`src/rtl/map_ram_arbiter.sv`:
```
`default_nettype none
// ============================================================================
// Module   : map_ram_arbiter
// Brief    : Shares the single-port tile-map RAM between VGA reads (top
//            priority), buffered game writes and ordered game reads.
// Revision : 1.0 - initial release
// ============================================================================
module map_ram_arbiter #(
    parameter int         ROWS       = 36,
    parameter int         COLS       = 28,
    parameter int         WQ_DEPTH   = 4,
    parameter logic [7:0] BLANK_TILE = 8'h00
) (
    input  logic                         i_clk,
    input  logic                         i_rst_n,
    input  logic                         i_vga_req,
    input  logic [5:0]                   i_vga_row,
    input  logic [4:0]                   i_vga_col,
    output logic                         o_vga_valid,
    output logic [7:0]                   o_vga_data,
    input  logic                         i_wr_valid,
    output logic                         o_wr_ready,
    input  logic [5:0]                   i_wr_row,
    input  logic [4:0]                   i_wr_col,
    input  logic [7:0]                   i_wr_data,
    input  logic                         i_rd_valid,
    output logic                         o_rd_ready,
    input  logic [5:0]                   i_rd_row,
    input  logic [4:0]                   i_rd_col,
    output logic                         o_rd_data_valid,
    output logic [7:0]                   o_rd_data,
    output logic [$clog2(WQ_DEPTH):0]    o_wq_count,
    output logic                         o_err_oor,
    output logic                         o_ram_en,
    output logic                         o_ram_we,
    output logic [9:0]                   o_ram_addr,
    output logic [7:0]                   o_ram_wdata,
    input  logic [7:0]                   i_ram_rdata
);

    localparam int                PTR_W   = $clog2(WQ_DEPTH);
    localparam int                CNT_W   = PTR_W + 1;
    localparam logic [5:0]        C_ROWS  = 6'(ROWS);
    localparam logic [4:0]        C_COLS  = 5'(COLS);
    localparam logic [CNT_W-1:0]  C_DEPTH = CNT_W'(WQ_DEPTH);

    typedef enum logic [1:0] {
        TAG_NONE = 2'd0,
        TAG_VGA  = 2'd1,
        TAG_GAME = 2'd2
    } tag_t;

    // row*28 + col via shift-add
    function automatic logic [9:0] tile_addr(input logic [5:0] row, input logic [4:0] col);
        logic [9:0] r;
        r = {4'b0000, row};
        return (r << 4) + (r << 3) + (r << 2) + {5'b00000, col};
    endfunction

    function automatic logic in_range(input logic [5:0] row, input logic [4:0] col);
        return (row < C_ROWS) && (col < C_COLS);
    endfunction

    logic [9:0]        r_q_addr [WQ_DEPTH];
    logic [7:0]        r_q_data [WQ_DEPTH];
    logic [PTR_W-1:0]  r_wr_ptr;
    logic [PTR_W-1:0]  r_rd_ptr;
    logic [CNT_W-1:0]  r_count;
    tag_t              r_tag1;
    logic              r_oor1;
    logic              r_err;

    logic w_q_empty, w_wr_ready, w_push_acc, w_wr_inr, w_enq, w_pop;
    logic w_rd_grant, w_vga_inr, w_rd_inr;
    logic w_en, w_we;
    logic [9:0] w_addr;
    logic [7:0] w_wdata;

    assign w_q_empty  = (r_count == '0);
    assign w_wr_ready = (r_count < C_DEPTH);
    assign w_push_acc = i_wr_valid & w_wr_ready;
    assign w_wr_inr   = in_range(i_wr_row, i_wr_col);
    assign w_enq      = w_push_acc & w_wr_inr;
    assign w_pop      = ~i_vga_req & ~w_q_empty;
    // Reads wait for an empty queue so they always observe earlier writes
    assign w_rd_grant = ~i_vga_req & w_q_empty & i_rd_valid;
    assign w_vga_inr  = in_range(i_vga_row, i_vga_col);
    assign w_rd_inr   = in_range(i_rd_row, i_rd_col);

    always_comb begin
        w_en    = 1'b0;
        w_we    = 1'b0;
        w_addr  = '0;
        w_wdata = '0;
        if (i_vga_req) begin
            if (w_vga_inr) begin
                w_en   = 1'b1;
                w_addr = tile_addr(i_vga_row, i_vga_col);
            end
        end else if (w_pop) begin
            w_en    = 1'b1;
            w_we    = 1'b1;
            w_addr  = r_q_addr[r_rd_ptr];
            w_wdata = r_q_data[r_rd_ptr];
        end else if (w_rd_grant && w_rd_inr) begin
            w_en   = 1'b1;
            w_addr = tile_addr(i_rd_row, i_rd_col);
        end
    end

    // Combinational outputs are forced low while reset is held
    assign o_ram_en    = i_rst_n & w_en;
    assign o_ram_we    = i_rst_n & w_we;
    assign o_ram_addr  = i_rst_n ? w_addr  : 10'd0;
    assign o_ram_wdata = i_rst_n ? w_wdata : 8'd0;
    assign o_rd_ready  = i_rst_n & w_rd_grant;
    assign o_wr_ready  = i_rst_n & w_wr_ready;
    assign o_wq_count  = r_count;
    assign o_err_oor   = r_err;

    always_ff @(posedge i_clk) begin
        if (w_enq) begin
            r_q_addr[r_wr_ptr] <= tile_addr(i_wr_row, i_wr_col);
            r_q_data[r_wr_ptr] <= i_wr_data;
        end
    end

    always_ff @(posedge i_clk or negedge i_rst_n) begin
        if (!i_rst_n) begin
            r_wr_ptr        <= '0;
            r_rd_ptr        <= '0;
            r_count         <= '0;
            r_err           <= 1'b0;
            r_tag1          <= TAG_NONE;
            r_oor1          <= 1'b0;
            o_vga_valid     <= 1'b0;
            o_vga_data      <= 8'h00;
            o_rd_data_valid <= 1'b0;
            o_rd_data       <= 8'h00;
        end else begin
            if (w_enq) r_wr_ptr <= r_wr_ptr + PTR_W'(1);
            if (w_pop) r_rd_ptr <= r_rd_ptr + PTR_W'(1);
            case ({w_enq, w_pop})
                2'b10:   r_count <= r_count + CNT_W'(1);
                2'b01:   r_count <= r_count - CNT_W'(1);
                default: r_count <= r_count;
            endcase
            r_err <= w_push_acc & ~w_wr_inr;

            if (i_vga_req) begin
                r_tag1 <= TAG_VGA;
                r_oor1 <= ~w_vga_inr;
            end else if (w_rd_grant) begin
                r_tag1 <= TAG_GAME;
                r_oor1 <= ~w_rd_inr;
            end else begin
                r_tag1 <= TAG_NONE;
                r_oor1 <= 1'b0;
            end

            o_vga_valid     <= (r_tag1 == TAG_VGA);
            o_rd_data_valid <= (r_tag1 == TAG_GAME);
            if (r_tag1 == TAG_VGA)  o_vga_data <= r_oor1 ? BLANK_TILE : i_ram_rdata;
            if (r_tag1 == TAG_GAME) o_rd_data  <= r_oor1 ? BLANK_TILE : i_ram_rdata;
        end
    end

endmodule
`default_nettype wire

```
`config.mk`:
```
export PLATFORM = sky130hd
export DESIGN_NAME = map_ram_arbiter
export DESIGN_NICKNAME = d
export VERILOG_FILES = /design/src/rtl/map_ram_arbiter.sv
export SDC_FILE = /design/constraint.sdc
export NUM_CORES = 1
export LEC_CHECK = 0
export BUFFER_PORTS_ARGS = -buffer_cell sky130_fd_sc_hd__buf_2
export CORE_ASPECT_RATIO = 0.6
export CORE_MARGIN = 2
export CORE_UTILIZATION = 51
export DETAILED_ROUTE_END_ITERATION = 16
export PLACE_DENSITY_LB_ADDON = 0.25
export SLEW_MARGIN = 20
export SYNTH_ARGS = -nofsm -noshare
export SYNTH_HDL_FRONTEND = slang
export SYNTH_SLANG_ARGS = --single-unit
```
`constraint.sdc`:
```
create_clock -name i_clk -period 3.25 [get_ports i_clk]
set_clock_uncertainty 0.1 [all_clocks]
set_input_delay 0.4875 -clock i_clk [delete_from_list [all_inputs] [get_ports i_clk]]
set_output_delay 0.4875 -clock i_clk [all_outputs]
set_load 0.02 [all_outputs]
```
==> run summary <==
Status - complete, but fails checks
Violated checks - setup timing
Peak VDD IR - 371.0 uV
Slew Limit Fails - 0
R2r startpoint - o_wq_count[2]$_DFFE_PN0P_
Hold_ws - 0.2590 ns
Area of the multi-input gates - 2750 um2
Die Span Y - 86.15 um
Crit path setup slack, layout - -0.3984 ns
R2R depth - 9
Vias in the first global route - 3833
Ratio of final minimum period to clock period - 112.3%
Mapped Cells - 427
CTS tree - built
Max Cap Viol - 0
RSZ-0062 raised after global routing - true
Min-delay src - i_wr_data[0]
Max Clock Freq - 274.1 MHz
IO Pins - 98
Design internal power - 3.010 mW
Fillers - 774
Clock Latency Late Sink - 0.34 ns
Avg Cell Area, Syn - 13.43 um2
Post-route cell area - 7224 um2
Share of flip-flops with an asynchronous set or reset - 28.71%
Register Area - 2888 um2
PortBufs - 97
Routed via count - 3714
Register area share after synthesis - 50.35%
Critical path class - input pin to output pin
Initial drt markers - 179
Longest Clk Path Bufs - 2
Residual DRC - 0
Cell Rows - 29
Initial antenna violation count - 0
Hold Crit Depth - 1
Slew of the pin with the lowest slew margin - 0.6920 ns
Total Routing Usage GR - 21.18%
Worst EP required - 2.66 ns
CTS sink cnt - 101
Hpwl dp - 8.970 mm
Ys Warns - 0
Setup violations, final - 6
Post-Route WL - 11.97 mm
Ys flop type - edfxtp_1
Combinational Power Share - 40.2%
Largest net degree at the start of global routing - 25
CP max FO - 2
Pre-CTS WS - -0.6305 ns
Syn nets - 554
Leak - 3.220 nW
Slew headroom - 53.87%
Post-synth EDFFs - 72
Net Sw Frac - 35.23%
Sequential fraction of design power - 38.4%
Ant. Diodes - 0
GRT overflow - 0
Nets - 688
Final hold vios - 0
Fin crit period - 3.648 ns
Root Buffer Master - clkbuf_16
Hold Crit Class - input pin to flip-flop
Critical path endpoint category - output pin
P per Cell Area - 643.4 nW/um2
Cell Area, Synth - 5736 um2
DR vias/cell - 5.268
DP Area - 6704 um2
Routability cong. - 0.9319
Worst EP arrival - 3.06 ns
Ratio of cells with drive above 1 in the final layout - 37.99%
H-tree levels - 3
Wire length per cell - 16.98 um
DR pass1 iterations - 4
Netlist cell types - 48
Antenna Nets Post-Route - 0
Core area - 10740 um2
First-pass GRT wire length - 19.49 mm
Synthesized flop and latch total - 101
Chip Width - 140.9 um
Worst setup startpoint - i_vga_row[2]
Finished Core Util - 67.26%
Startpoint types - input pin
Worst-path clk slew - 0.07 ns
Layout area overhead - 25.96%
Clock power share - 21.4%
Initial Utilization - 53.40%
Total net switching power - 1.638 mW
CTS buffer count - 9
Area of the die - 12140 um2
-- flip-flops by register name, indices dropped and copies added (netlist names) --
signal / count
r_q_addr: 40
r_q_data: 32
o_rd_data: 8
o_vga_data: 8
o_wq_count: 3
r_rd_ptr: 2
r_tag1: 2
r_wr_ptr: 2
o_err_oor: 1
o_rd_data_valid: 1
o_vga_valid: 1
r_oor1: 1
-- cells by family (layout without fill, tap and decap cells) --
logic type	after synthesis	in the layout	share of synthesized area, %
AO/OA/AOI/OAI	61	61	7.243
adder cells (fa/ha/maj)	73	73	19.20
flip-flops	101	101	50.35
AND/OR/NAND/NOR	84	84	8.006
buffers and inverters	69	208	4.886
XOR/XNOR	19	19	2.901
multiplexers	20	20	7.417
-- metrics by stage --
step                      TNS (ns)  std cells  power, mW
after floorplan            -0.4040        427      2.993
after global placement      -1.842        687      3.515
after detailed placement    -2.073        687      3.581
after CTS                   -1.219        705      4.660
after global routing        -1.989        705      4.942
final                       -1.319        705      4.648
-- metal layers --
metal	GRT usage [%]	vias up	routed length, um
met3	4.858	4	600
met4	4.182	0	23
met2	32.06	100	5577
li1	-	1777	-
met1	31.91	1833	5768
met5	0	-	0
-- repair_timing --
action,4_1_cts,5_1_grt
buffers inserted,1,1
gates cloned,0,0
pin swaps,21,14
resized for setup,41,12
hold endpoints to repair,1,0
hold buffers,1,0
endpoints found under the setup margin,6,6
-- worst max-delay path: stages --
cell        delay [ns]
buf_8             0.08
clkinvlp_4        0.08
fa_1              0.53
fa_2              0.46
inv_2             0.08
ha_4              0.13
inv_2             0.03
fa_2              0.33
nand2b_4          0.15
a21oi_2           0.14
xor2_1            0.15
nand4_1           0.15
o31ai_4           0.11
buf_6             0.15
-- worst paths after layout --
path | to | slack (ns)
setup / recovery | o_ram_addr[8] | -0.40
hold / removal | r_q_data[2][0]$_DFFE_PP_ | 0.26
setup reg to reg | o_wq_count[2]$_DFFE_PN0P_ | 0.60
hold reg to reg | o_vga_data[5]$_DFFE_PN0P_ | 0.38
max in group asynchronous | r_rd_ptr[0]$_DFFE_PN0P_ | 2.17
min in group asynchronous | o_wq_count[1]$_DFFE_PN0P_ | 0.38
-- layout by cell type (no fill, tap or decap), types with 4 or more instances in the layout --
cell       instances
and3_1            10
nand2_1           29
xnor2_1           11
a21oi_1           13
nand2b_1          13
buf_12             4
edfxtp_1          72
fa_1              22
buf_4             34
nand4_1            5
ha_4               7
clkbuf_16          9
buf_2             86
a2111oi_2          5
xor2_1             7
a21o_1             7
nor2_1             8
ha_1              40
inv_2              9
inv_1             44
o21ai_0           18
and2_1             4
mux4_2            18
dfrtp_1           29
buf_6              8
-- cells in the mapped netlist (3+ instances only) --
cell	n	share of area [%]
and2_1	4	0.44
edfxtp_1	72	38
nand4_1	5	0.55
nor2b_1	3	0.33
nand2_1	29	1.9
xor2_1	7	1.1
mux4_2	18	7.1
a21o_1	7	0.92
a21oi_1	17	1.5
fa_1	25	8.7
xnor2_1	12	1.8
nor2_1	8	0.52
and3_1	10	1.1
nand2b_1	14	1.5
a2111oi_2	5	1.3
inv_1	55	3.6
dfrtp_1	29	13
o21ai_0	19	1.7
buf_2	5	0.44
clkbuf_1	4	0.26
ha_1	48	10
-- area by class of cell --
class	count	share of cell area, %
clock inverters	7	0.7794
well taps	139	2.407
flip-flops and latches	101	39.97
repair buffers	136	12.61
inverters	56	3.048
multi-input cells	257	38.07
clock buffers	9	3.117
-- power by group through the flow --
stage / clock, mW / sequential [mW] / combinational, mW
finish: 0.995 / 1.78 / 1.87
global route: 1.07 / 1.81 / 2.06
CTS: 1.03 / 1.78 / 1.85
detailed placement: 0 / 1.81 / 1.77
global placement: 0 / 1.80 / 1.72
floorplan: 0 / 1.87 / 1.12
No activity file was read; power rests on OpenSTA's default activity.
